## src/rtl/mips_muldiv_unit.sv

```systemverilog
// Iterative MIPS multiply/divide engine feeding the Hi/Lo registers (MULT, MULTU, DIV, DIVU).
// Define MULDIV_FAST_MULT_EN to give MULT/MULTU a single-cycle combinational path; division stays iterative.
module mips_muldiv_unit #(
    parameter int WIDTH = 32,
    parameter int ITER  = WIDTH
) (
    input  logic             clk,
    input  logic             Reset,
    input  logic             start,
    input  logic [1:0]       op,
    input  logic [WIDTH-1:0] rs_val,
    input  logic [WIDTH-1:0] rt_val,
    output logic             busy,
    output logic             done,
    output logic [WIDTH-1:0] hi_out,
    output logic [WIDTH-1:0] lo_out,
    output logic             hi_we,
    output logic             lo_we
);
    localparam int CW = (ITER > 1) ? $clog2(ITER) : 1;

    typedef enum logic [1:0] {IDLE, MUL, DIV, FIX} state_t;
    state_t state, state_next;

    logic [2*WIDTH-1:0] acc;
    logic [WIDTH:0]     rem;
    logic [WIDTH-1:0]   opnd_q, rs_q, hi_q, lo_q;
    logic [CW-1:0]      cnt;
    logic               neg_q, rem_neg_q, is_div_q, div_zero_q;

    logic               accept, last_iter, op_signed, div_ge;
    logic [WIDTH-1:0]   rs_mag, rt_mag;
    logic [WIDTH:0]     mul_sum, div_shift;
    logic [2*WIDTH-1:0] prod_fix;
    logic [WIDTH-1:0]   fix_hi, fix_lo;

    assign accept    = (state == IDLE) && start;
    assign last_iter = (cnt == CW'(ITER - 1));
    assign op_signed = ~op[0];
    assign rs_mag    = (op_signed && rs_val[WIDTH-1]) ? -rs_val : rs_val;
    assign rt_mag    = (op_signed && rt_val[WIDTH-1]) ? -rt_val : rt_val;

    // Multiply: acc = {partial product, remaining multiplier bits}; divide: acc low half shifts dividend out, quotient in.
    assign mul_sum   = {1'b0, acc[2*WIDTH-1:WIDTH]} + (acc[0] ? {1'b0, opnd_q} : '0);
    assign div_shift = (rem << 1) | {{WIDTH{1'b0}}, acc[WIDTH-1]};
    assign div_ge    = (div_shift >= {1'b0, opnd_q});

    always_ff @(posedge clk) begin
        if (Reset)
            state <= IDLE;
        else
            state <= state_next;
    end

    always_comb begin
        state_next = state;
        case (state)
            IDLE: begin
                if (start) begin
`ifdef MULDIV_FAST_MULT_EN
                    state_next = op[1] ? DIV : FIX;
`else
                    state_next = op[1] ? DIV : MUL;
`endif
                end
            end
            MUL:     if (last_iter) state_next = FIX;
            DIV:     if (last_iter) state_next = FIX;
            FIX:     state_next = IDLE;
            default: state_next = IDLE;
        endcase
    end

    always_ff @(posedge clk) begin
        if (Reset) begin
            acc        <= '0;
            rem        <= '0;
            opnd_q     <= '0;
            rs_q       <= '0;
            hi_q       <= '0;
            lo_q       <= '0;
            cnt        <= '0;
            neg_q      <= 1'b0;
            rem_neg_q  <= 1'b0;
            is_div_q   <= 1'b0;
            div_zero_q <= 1'b0;
        end else begin
            case (state)
                IDLE: begin
                    if (accept) begin
                        is_div_q   <= op[1];
                        neg_q      <= op_signed && (rs_val[WIDTH-1] ^ rt_val[WIDTH-1]);
                        rem_neg_q  <= op_signed && rs_val[WIDTH-1];
                        div_zero_q <= op[1] && (rt_val == '0);
                        rs_q       <= rs_val;
                        opnd_q     <= op[1] ? rt_mag : rs_mag;
                        rem        <= '0;
                        cnt        <= '0;
`ifdef MULDIV_FAST_MULT_EN
                        if (!op[1])
                            acc <= {{WIDTH{1'b0}}, rs_mag} * {{WIDTH{1'b0}}, rt_mag};
                        else
                            acc <= {{WIDTH{1'b0}}, rs_mag};
`else
                        acc <= {{WIDTH{1'b0}}, (op[1] ? rs_mag : rt_mag)};
`endif
                    end
                end
                MUL: begin
                    acc <= {mul_sum, acc[WIDTH-1:1]};
                    cnt <= cnt + 1'b1;
                end
                DIV: begin
                    rem            <= div_ge ? (div_shift - {1'b0, opnd_q}) : div_shift;
                    acc[WIDTH-1:0] <= {acc[WIDTH-2:0], div_ge};
                    cnt            <= cnt + 1'b1;
                end
                FIX: begin
                    hi_q <= fix_hi;
                    lo_q <= fix_lo;
                end
                default: ;
            endcase
        end
    end

    // Sign correction happens here on the magnitude result; divide-by-zero bypasses it entirely.
    always_comb begin
        prod_fix = neg_q ? -acc : acc;
        fix_hi   = prod_fix[2*WIDTH-1:WIDTH];
        fix_lo   = prod_fix[WIDTH-1:0];
        if (is_div_q) begin
            if (div_zero_q) begin
                fix_hi = rs_q;
                fix_lo = '1;
            end else begin
                fix_hi = rem_neg_q ? -rem[WIDTH-1:0] : rem[WIDTH-1:0];
                fix_lo = neg_q ? -acc[WIDTH-1:0] : acc[WIDTH-1:0];
            end
        end
        busy   = (state != IDLE);
        done   = (state == FIX);
        hi_we  = done;
        lo_we  = done;
        hi_out = done ? fix_hi : hi_q;
        lo_out = done ? fix_lo : lo_q;
    end

endmodule
```

## config.mk

```make
export PLATFORM = sky130hd
export DESIGN_NAME = mips_muldiv_unit
export DESIGN_NICKNAME = d
export VERILOG_FILES = /design/src/rtl/mips_muldiv_unit.sv
export SDC_FILE = /design/constraint.sdc
export NUM_CORES = 1
export LEC_CHECK = 0
export CAP_MARGIN = 10
export CORE_MARGIN = 2
export CORE_UTILIZATION = 40
export DETAILED_ROUTE_END_ITERATION = 8
export RECOVER_POWER = 100
export SETUP_SLACK_MARGIN = 0.3
export SLEW_MARGIN = 20
export SYNTH_ARGS = -nofsm -noshare
export SYNTH_HDL_FRONTEND = slang
export SYNTH_SLANG_ARGS = --single-unit
export TNS_END_PERCENT = 100
```

## constraint.sdc

```tcl
create_clock -name clk -period 4.8 [get_ports clk]
set_clock_uncertainty 0.05 [all_clocks]
set_input_delay 1.2 -clock clk [delete_from_list [all_inputs] [get_ports clk]]
set_output_delay 1.2 -clock clk [all_outputs]
set_load 0.005 [all_outputs]
```

# Word-level counts from Yosys, hierarchy flattened
# Index checks and enable logic that the tools add are counted.
op_classes:
  bitwise_logic: 3
  order_cmp: 1
  eq_ne: 7
  muxes: 26
  reduce_logical: 19
  n_addsub: 8
ops:
  columns: ["op", "count"]
  rows:
  - ["$mux W32", 15]
  - ["$mux W64", 2]
  - ["$neg A32 Y32", 4]
  - ["$pmux W32 S2", 2]
  - ["$pmux W32 S3", 1]
  - ["$neg A64 Y64", 1]
  - ["$add A32 B32 Y33", 1]
  - ["$ge A33 B32 Y1", 1]
  - ["$or A33 B1 Y33", 1]
  - ["$logic_not A32 Y1", 1]
  - ["$sub A32 B32 Y32", 1]
  - ["$reduce_and A2 Y1", 6]
  - ["$pmux W5 S2", 1]
  - ["$reduce_bool A2 Y1", 4]
  - ["$mux W2", 3]
  - ["$pmux W2 S3", 1]
  - ["$add A5 B1 Y5 const B", 1]
  - ["$eq A5 B5 Y1 const B", 1]
  - ["$logic_and A1 B1 Y1", 5]
  - ["$mux W5", 1]
  - ["$eq A2 B2 Y1 const B", 2]
  - ["$ne A2 B2 Y1 const B", 2]
  - ["$reduce_bool A3 Y1", 1]
  - ["$eq A2 B1 Y1 const B", 1]
  - ["5 further kinds", 5]
word_totals:
  inputBits: 69
  out_inout_bits: 68
  reg_bits: 235

# Logic depth before layout (Yosys ltp)
# Gate-level depths: netlist (run 1).
logic_depth:
  depth_word: 6
  depth_mapped: 14

# Worst setup path before layout (run 1)
# No wires, ideal clock.
synth_path:
  kind: "flip-flop to output port"
  start: "reg acc[18]"
  end: "out hi_out[31]"
  arrival_time_ns: 2.891
  slack_ns: 0.659
  path_stages_with_launch: 12
  path_cell_list: "dfxtp_1 -> buf_6 -> or4_4 -> nor4_4 -> nand4_4 -> or3_1 -> or3_1 -> buf_2 -> o41ai_4 -> xor2_1 -> mux2i_1 -> mux2_4"
synth_between:
  elab_chain_len: 4
synth_rtl:
  columns: ["item", "line", "source"]
  rows:
  - ["from (decl)", "25", "logic [2*WIDTH-1:0] acc;"]
  - ["from (signal assigned)", "105", "acc <= {{WIDTH{1'b0}}, (op[1] ? rs_mag : rt_mag)};"]
  - ["from (signal assigned)", "110", "acc <= {mul_sum, acc[WIDTH-1:1]};"]
  - ["from (signal, indexed assignment)", "115", "acc[WIDTH-1:0] <= {acc[WIDTH-2:0], div_ge};"]
  - ["$neg A64 Y64", "129", "prod_fix = neg_q ? -acc : acc;"]
  - ["$mux W64", "129", null]
  - ["$mux W32", "132", "if (is_div_q) begin"]
  - ["$mux W32", null, null]
  - ["to (decl)", "15", "output logic [WIDTH-1:0] hi_out,"]
# Every way passes these cells.

# Worst setup path after layout (run 1)
# Same ends and word-level chain as after synthesis.

==> reports/metrics.yaml, run 1 <==
status:
  status: "finished, violations left"
  violations: "max-capacitance violations, max-slew violations, negative setup slack"
min_path:
  holdCritPathClass: "reg2reg"
flow_run:
  maxCapViolations: 4
grt:
  grt_usage_pct: 28.3
  grt_pass1_wl_um: 97000
  first_global_vias: 16100
  grt_max_degree: 117
  grt_antenna_before_repair: 0
  grt_overflow: 0
finish:
  final_common_cell: "nand2_1"
  drive_gt1_share_pct: 13.4
  areaGrowthSynthToFinish_pct: 23.5
  final_cell_mix: "nand2_1 (271), nor2_1 (247), dfxtp_1 (229), a21oi_1 (203), o21ai_0 (134)"
  nets: 2597
  num_antenna_cells: 0
  fillers: 4168
synthesis:
  ys.flop_type: "dfxtp_1"
  syn_nets: 2443
  synthCells: 2298
  synthesis.area_um2: 17100
  synth_enable_flop_cells: 0
  yosys_register_bits: 235
  yosys_warnings: 0
  postSynthAreaPerCell_um2: 7.45
  seq_area_frac_synth_pct: 27.5
  yosys-top-cells-area: "dfxtp_1 (27%), a21oi_1 (6.3%), nand2_1 (6.0%)"
  synth_top_area_share_pct: 27.5
  async_flop_share_pct: 0
  yosysTopAreaCell: "dfxtp_1"
  ys_types: 75
placed_design:
  gp_congestion: 0.944
  hpwl_um: 49500
  post-place-ws_ps: 25.9
  port-buffer-count: 136
sta:
  worst-slew-pin-transition_ps: 2830
  grt_setup_unrepaired: "yes"
  final-setup-viol-count: 7
  finalMaxSlewViolations: 160
  final_hold_viol_count: 0
  fmaxAchievable_mhz: 201
  fin_crit_ps: 4980
  whs_ps: 405
  relSlewSlack_pct: -88.7
  fin_crit_sh_pct: 104
  tns_ps: -625
  setup_ws_ps: -182
critical_path:
  crit_type: "reg2out"
  r2r_setup_slack_ps: 420
  worstPathRequired_ps: 3550
  crit_fanout: 2
  cp-end-kind: "primary output"
  arrival_ps: 3730
  startpoint_type: "register"
clock_network:
  cts_hold_buf: 0
  clk_path_buf_depth: 3
  cts_num_sinks: 235
  cts_tree: "built"
  cts.htree.levels: 1
  numCtsBuffers: 29
  cts-root-buf: "clkbuf_16"
  path_clk_slew_ps: 60
  clock_latency_ps: 580
floorplan:
  std_cell_rows: 75
  core_um2: 42100
  die_h_um: 211
  die_area_um2: 44500
  io_pins: 137
  initial_core_util_pct: 40.6
  die_w_um: 211
pwr:
  ir_drop_uv: 335
  power.density_nw_per_um2: 491
  leakage_nw: 8.55
drt:
  via_count: 17600
  drc_errors: 0
  ant_nets: 0
  wl_per_cell_um: 21.6
  wirelength_um: 65100
  detailedRoute.firstPassIterationCount: 5
  vias_per_cell: 5.86
  drt_iter0_markers: 1560
-- final cells by class --
type	instances	area [µm²]	area share, %
well taps	539	674	3.19
clock inverters	16	166	0.787
multi-input cells	1826	12100	57.2
inverters	83	312	1.47
flip-flops and latches	235	4710	22.3
clock buffers	35	788	3.73
repair buffers	277	2400	11.3
-- what timing repair did --
item / in CTS / in global routing
endpoints found under the setup margin: 38 / 48
pin swaps: 18 / 57
gates resized for setup: 73 / 148
setup buffers: 5 / 14
-- cells in the mapped netlist (all sizes together) (12+ instances only) --
library cell / n
a211oi: 31
a21o: 39
a21oi: 215
a22oi: 20
and3: 12
buf: 31
clkbuf: 123
dfxtp: 235
ha: 74
inv: 83
mux2i: 68
nand2: 275
nand2b: 23
nand3: 23
nor2: 248
nor2b: 75
nor3: 42
nor4: 20
o211ai: 44
o21a: 14
o21ai: 155
o31ai: 40
o41ai: 21
or2: 15
or3: 21
or4: 16
xnor2: 97
xor2: 102
-- sequential cells by signal, summed over array words and instances, names as in the netlist --
name	cells
opnd_q	32
is_div_q	1
state	2
acc	64
div_zero_q	1
rem	32
lo_q	32
cnt	5
rem_neg_q	1
hi_q	32
neg_q	1
rs_q	32
-- through the flow --
step | cells | util, % | instance area (µm²) | total power, mW
global route | 3011 | 50.2 | 21100 | 10.9
floorplan | 2298 | - | 17100 | 5.82
global placement | 2941 | 46.3 | 19500 | 7.75
finish | 3011 | 50.2 | 21100 | 10.4
CTS | 2997 | 49.0 | 20700 | 10.1
detailed placement | 2941 | 46.3 | 19500 | 7.79
-- where the power goes --
part	total, mW	internal (mW)	switching [mW]	leakage [nW]
clock	2.25	1.32	0.923	0.484
combinational	5.58	2.30	3.28	6.15
sequential	2.55	2.28	0.271	1.92
-- logic make-up (layout without fill, tap and decap cells) --
kind of cell | count (synthesis) | count (layout) | share of synthesized area (%)
AND/OR/NAND/NOR | 804 | 804 | 22.0
AO/OA/AOI/OAI | 673 | 673 | 25.0
buffers and inverters | 237 | 411 | 5.34
flip-flops | 235 | 235 | 27.5
XOR/XNOR | 199 | 199 | 10.2
adder cells (fa/ha/maj) | 76 | 76 | 5.64
multiplexers | 74 | 74 | 4.39
-- critical path, stage by stage, from the launching register on --
cell and delay [ps]:
dfxtp_1 310, or4_4 550, nor4_4 240, nand4_4 160
or3_4 420, or3_4 430, o41ai_4 220, xor2_1 170
mux2i_1 90, buf_4 170, mux2_4 260, buf_6 120
-- final timing paths --
kind / startpoint / to / cells past startpoint
worst max-delay path: acc[18] / hi_out[31] / 11
worst min-delay path: opnd_q[13] / opnd_q[13] / 2
worst max register to register: state[0] / acc[21] / 8
worst min register to register: opnd_q[13] / opnd_q[13] / 2
-- layer usage --
metal / track usage [%] / vias up / routed length (µm)
met5: 0 / - / 0
met4: 7.80 / 0 / 1830
met3: 3.36 / 96 / 4450
met2: 44.2 / 680 / 28800
met1: 41.0 / 8452 / 30000
li1: - / 8408 / -
No activity file was read; power rests on OpenSTA's default activity.
==> inputs of run 2 (changes only) <==
--- a/config.mk
+++ b/config.mk
@@ -6,9 +6,9 @@
 export NUM_CORES = 1
 export LEC_CHECK = 0
 export CAP_MARGIN = 10
-export CORE_MARGIN = 2
-export CORE_UTILIZATION = 40
+export CORE_UTILIZATION = 60
 export DETAILED_ROUTE_END_ITERATION = 8
+export PLACE_DENSITY = 0.82
 export RECOVER_POWER = 100
 export SETUP_SLACK_MARGIN = 0.3
 export SLEW_MARGIN = 20
==> reports/metrics.yaml, run 2 (synthesis gave the netlist of run 1 again) <==
finish:
  num_antenna_cells: 0  # unchanged
  fillers: 2198  # -47%
  nets: 2585  # -0.46%
  final_area_um2: 20800  # -1.5%
  final_cells: 2838  # -5.7%
  final_cell_mix: "nand2_1 (269), nor2_1 (247), dfxtp_1 (228), a21oi_1 (204), o21ai_0 (134)"
  largest-register: "acc"
  largest_reg_flops: 64  # unchanged
  final_common_cell: "nand2_1"
  drive_gt1_share_pct: 12.9  # -0.46 points
  areaGrowthSynthToFinish_pct: 21.7
drt:
  via_count: 18200  # +3.1%
  ant_nets: 0  # unchanged
  drt_iter0_markers: 2492  # +60%
  wirelength_um: 62700  # -3.7%
  vias_per_cell: 6.41  # +9.4%
  detailedRoute.firstPassIterationCount: 7  # +2
  drc_errors: 0  # unchanged
  wl_per_cell_um: 22.1  # +2.1%
sta:
  fin_crit_ps: 4980  # -1.73 ps
  setup_ws_ps: -180  # +1.73 ps
  tns_ps: -370  # +254 ps
  worst-slew-pin-transition_ps: 2660  # -173 ps
  grt_setup_unrepaired: "yes"
  final-setup-viol-count: 5  # -2
  finalMaxSlewViolations: 55  # -66%
  final_hold_viol_count: 0  # unchanged
  relSlewSlack_pct: -77.1  # +12 points
  fmaxAchievable_mhz: 201  # about the same
  fin_crit_sh_pct: 104  # about the same
  whs_ps: 404  # -1.04 ps
min_path:
  holdCritPathClass: "reg2reg"
floorplan:
  io_pins: 137  # unchanged
  die_area_um2: 29200  # -34%
  core_um2: 27900  # -34%
  std_cell_rows: 61  # -19%
  die_h_um: 171  # -19%
  die_w_um: 171  # -19%
  initial_core_util_pct: 61.3  # +21 points
pwr:
  p_total_mw: 10.2  # -2.2%
  power.density_nw_per_um2: 487  # -0.69%
  clkPwrFrac_pct: 21.2  # -0.4 points
  seqPwrFrac_pct: 25.3  # +0.7 points
  intPower_mw: 5.76  # -2.3%
  ir_drop_uv: 309  # -7.7%
  comb_power_share_pct: 53.4  # -0.4 points
  switchingPower_mw: 4.39  # -1.9%
  leakage_nw: 8.38  # -2.0%
  switching_share_pct: 43.2  # +0.11 points
critical_path:
  startpoint_type: "register"
  crit_type: "reg2out"
  crit_fanout: 3  # +1
  cp_slowest_cell: "or4_1"
  slowest_delay_ps: 530  # -20 ps
  crit_chain: "or4_1, or4_1, or2_2, or3_4, o31ai_2, xnor2_1, mux2i_1, mux2i_1, mux2_4, buf_6"
  cp-end-kind: "primary output"
  worstPathRequired_ps: 3550  # about the same
  arrival_ps: 3730  # about the same
grt:
  grt_max_degree: 77  # -34%
  grt_pass1_wl_um: 92200  # -5.0%
  grt_usage_pct: 41.0  # +13 points
  grt_antenna_before_repair: 1  # +1
  grt_overflow: 0  # unchanged
  first_global_vias: 16100  # -0.32%
clock_network:
  path_clk_slew_ps: 60  # about the same
  clk_path_buf_depth: 3  # unchanged
  cts_tree: "built"
  cts-root-buf: "clkbuf_16"
  clock_latency_ps: 550  # -30 ps
  cts_hold_buf: 0  # unchanged
  cts.htree.levels: 1  # unchanged
  cts_num_sinks: 235  # unchanged
  numCtsBuffers: 27  # -6.9%
status:
  status: "finished, violations left"
  violations: "max-capacitance violations, max-slew violations, negative setup slack"
placed_design:
  place_area_um2: 19100  # -2.1%
  hpwl_um: 45500  # -8.1%
  gp_congestion: 0.996  # +5.4%
  port-buffer-count: 136  # unchanged
  dp.cells: 2757  # -6.3%
flow_run:
  maxCapViolations: 1  # -3
run 2: critical path, delay by kind of cell, from the launching register on:
kind	cells	cell delay, ps
AO/OA/AOI/OAI	1	210
XOR/XNOR	1	100
buffers and inverters	1	120
flip-flops	1	310
multiplexers	3	830
AND/OR/NAND/NOR	4	1620
run 2: final timing paths:
path / cells past startpoint / startpoint / to / slack, ps
setup / recovery: 10 / rem[20] / hi_out[31] / -180
hold / removal: 2 / opnd_q[30] / opnd_q[30] / 400
setup reg to reg: 13 / opnd_q[1] / acc[0] / 660
hold reg to reg: 2 / opnd_q[30] / opnd_q[30] / 400
run 2: final cells by class:
cell class	instances	area [µm²]	share of cell area (%)
inverters	83	312	1.50
clock inverters	11	139	0.667
multi-input cells	1826	12100	58.1
clock buffers	38	767	3.68
flip-flops and latches	235	4710	22.6
repair buffers	267	2320	11.1
well taps	378	473	2.27
run 2: repair_timing:
action	4_1_cts	5_1_grt
endpoints found under the setup margin	37	41
pin swaps	30	35
resized for setup	112	126
setup buffers	15	17
run 2: through the flow:
stage | worst slack [ps] | util, %
after global routing | -296 | 74.6
final | -180 | 74.6
after floorplan | 659 | -
after CTS | -229 | 72.7
after global placement | 127 | 68.4
after detailed placement | 45.4 | 68.4
run 2: per-layer routing:
| metal | part of all wire, % | GRT usage [%] | wire [µm] |
|---|---|---|---|
| met1 | 41 | 56.3 | 25600 |
| met2 | 44 | 62.9 | 27500 |
| met4 | 4.8 | 17.4 | 3010 |
| met5 | 0.021 | 0 | 13 |
| met3 | 10 | 7.59 | 6550 |
run 2: power groups by stage:
stage	sequential [mW]	clock, mW	combinational, mW
floorplan	2.49	0	3.32
global placement	2.56	0	4.85
detailed placement	2.58	0	4.92
CTS	2.54	2.15	5.07
global route	2.60	2.23	5.78
finish	2.57	2.16	5.42
==> inputs of run 3 (changes only) <==
--- a/config.mk
+++ b/config.mk
@@ -5,8 +5,10 @@
 export SDC_FILE = /design/constraint.sdc
 export NUM_CORES = 1
 export LEC_CHECK = 0
-export CAP_MARGIN = 10
+export CAP_MARGIN = 25
+export CORE_MARGIN = 2
 export CORE_UTILIZATION = 60
+export CTS_CLUSTER_SIZE = 24
 export DETAILED_ROUTE_END_ITERATION = 8
 export PLACE_DENSITY = 0.82
 export RECOVER_POWER = 100
==> reports/metrics.yaml, run 3 (synthesis gave the netlist of run 1 again) <==
status:
  status: "finished, violations left"
  violations: "max-capacitance violations, max-slew violations, negative setup slack"
placed_design:
  place_area_um2: 19100  # about the same
  port-buffer-count: 136  # unchanged
  gp_congestion: 1.05  # +5.1%
  dp.cells: 2757  # unchanged
  hpwl_um: 45500  # about the same
finish:
  num_antenna_cells: 0  # unchanged
  final_cells: 2836  # -0.070%
  drive_gt1_share_pct: 12.1  # -0.80 points
  fillers: 2206  # +0.36%
  final_common_cell: "nand2_1"
  areaGrowthSynthToFinish_pct: 20.8
  final_cell_mix: "nand2_1 (271), nor2_1 (247), dfxtp_1 (226), a21oi_1 (202), o21ai_0 (137)"
  largest_reg_flops: 64  # unchanged
  final_area_um2: 20700  # -0.76%
  nets: 2585  # unchanged
  largest-register: "acc"
critical_path:
  regToRegStartpoint: "opnd_q[1]"
  r2r_end: "acc[0]"
  r2r_setup_slack_ps: 690  # +30 ps
  startpoint_type: "register"
  cp-end-kind: "primary output"
  arrival_ps: 3650  # -80 ps
  reg2reg_depth: 13  # unchanged
  worstPathRequired_ps: 3550  # about the same
  crit_type: "reg2out"
  crit_fanout: 3  # unchanged
pwr:
  comb_power_share_pct: 53.9  # +0.5 points
  ir_drop_uv: 352  # +14%
  intPower_mw: 5.77  # about the same
  switchingPower_mw: 4.38  # -0.19%
  leakage_nw: 8.26  # -1.4%
  power.density_nw_per_um2: 491  # +0.72%
  p_total_mw: 10.1  # about the same
  seqPwrFrac_pct: 25.3  # about the same
  clkPwrFrac_pct: 20.9  # -0.3 points
  switching_share_pct: 43.2  # -0.063 points
sta:
  setup_ws_ps: -105  # +75.4 ps
  fmaxAchievable_mhz: 204  # +1.5%
  whs_ps: 402  # -1.80 ps
  grt_setup_unrepaired: "yes"
  final_hold_viol_count: 0  # unchanged
  fin_crit_ps: 4900  # -75.4 ps
  relSlewSlack_pct: -75.6  # +1.5 points
  finalMaxSlewViolations: 177  # +220%
  fin_crit_sh_pct: 102  # -1.6 points
  final-setup-viol-count: 3  # -2
  worst-slew-pin-transition_ps: 2630  # -23.2 ps
  tns_ps: -150  # +220 ps
floorplan:
  die_h_um: 173  # +1.2%
  die_w_um: 173  # +1.2%
  die_area_um2: 29900  # +2.4%
  initial_core_util_pct: 61.3  # unchanged
  io_pins: 137  # unchanged
  core_um2: 27900  # unchanged
  std_cell_rows: 61  # unchanged
drt:
  ant_nets: 0  # unchanged
  wirelength_um: 62100  # -0.86%
  drc_errors: 0  # unchanged
  drt_iter0_markers: 2230  # -11%
  wl_per_cell_um: 21.9  # -0.79%
  detailedRoute.firstPassIterationCount: 6  # -1
  via_count: 18300  # +0.86%
  vias_per_cell: 6.47  # +0.93%
grt:
  grt_antenna_before_repair: 0  # -1
  grt_overflow: 0  # unchanged
  grt_max_degree: 84  # +9.1%
  grt_pass1_wl_um: 94200  # +2.2%
  grt_usage_pct: 39.2  # -1.8 points
  first_global_vias: 16800  # +4.2%
clock_network:
  cts_tree: "built"
  path_clk_slew_ps: 60  # about the same
  cts_hold_buf: 0  # unchanged
  cts_num_sinks: 235  # unchanged
  numCtsBuffers: 27  # unchanged
  clk_path_buf_depth: 3  # unchanged
  cts.htree.levels: 1  # unchanged
  clock_latency_ps: 550  # about the same
  cts-root-buf: "clkbuf_16"
min_path:
  hold_end: "opnd_q[13]"
  holdCritPathClass: "reg2reg"
  hold_depth: 2  # unchanged
  min_from: "opnd_q[13]"
flow_run:
  maxCapViolations: 4  # +3
-- run 3: per-layer routing --
metal / vias up / global-route usage, % / wire [µm]
li1: 8383 / - / -
met1: 8653 / 53.4 / 25200
met2: 1087 / 60.3 / 26800
met3: 215 / 7.72 / 6870
met4: 0 / 17.4 / 3340
met5: - / 0 / 0
-- run 3: per-stage QoR --
| stage | util (%) | worst slack (ps) |
|---|---|---|
| floorplan | - | 659 |
| global placement | 68.3 | 106 |
| detailed placement | 68.4 | 45.1 |
| CTS | 72.7 | -211 |
| global route | 74.0 | -132 |
| finish | 74.0 | -105 |
-- run 3: layout make-up --
type,count,area (µm²),area share [%]
Multi-Input combinational cell,1826,12000,58.0
Clock buffer,32,724,3.50
Timing Repair Buffer,267,2290,11.1
Inverter,83,312,1.51
Clock inverter,15,161,0.781
Tap cell,378,473,2.29
Sequential cell,235,4720,22.8
-- run 3: worst max path at each step --
stage | start | to | slack, ps
final | acc[45] | hi_out[30] | -100
after floorplan | acc[18] | hi_out[31] | 660
after CTS | acc[21] | hi_out[31] | -210
after global routing | acc[45] | hi_out[30] | -130
after global placement | acc[18] | hi_out[31] | 110
after detailed placement | acc[18] | hi_out[31] | 50
-- run 3: worst max-delay path, cell delays in order, from the launching register on --
cell      delay (ps)
dfxtp_2          320
or3_4            380
or4_4            430
or3_4            350
or2_4            270
or3_4            400
a21oi_4          180
buf_6            120
nand2_4           50
xnor2_2          260
o221ai_2         150
buf_2            170
-- run 3: power by group through the flow --
stage | sequential [mW] | clock, mW | combinational (mW)
floorplan | 2.49 | 0 | 3.32
global placement | 2.55 | 0 | 4.85
detailed placement | 2.57 | 0 | 4.93
CTS | 2.54 | 2.11 | 5.12
global route | 2.59 | 2.19 | 5.86
finish | 2.56 | 2.12 | 5.47
-- run 3: timing repair --
item                                    4_1_cts  5_1_grt
resized for setup                           105       88
cloned                                        0        0
endpoints found under the setup margin       36       39
buffers inserted                             17       14
pin swaps                                    28       48
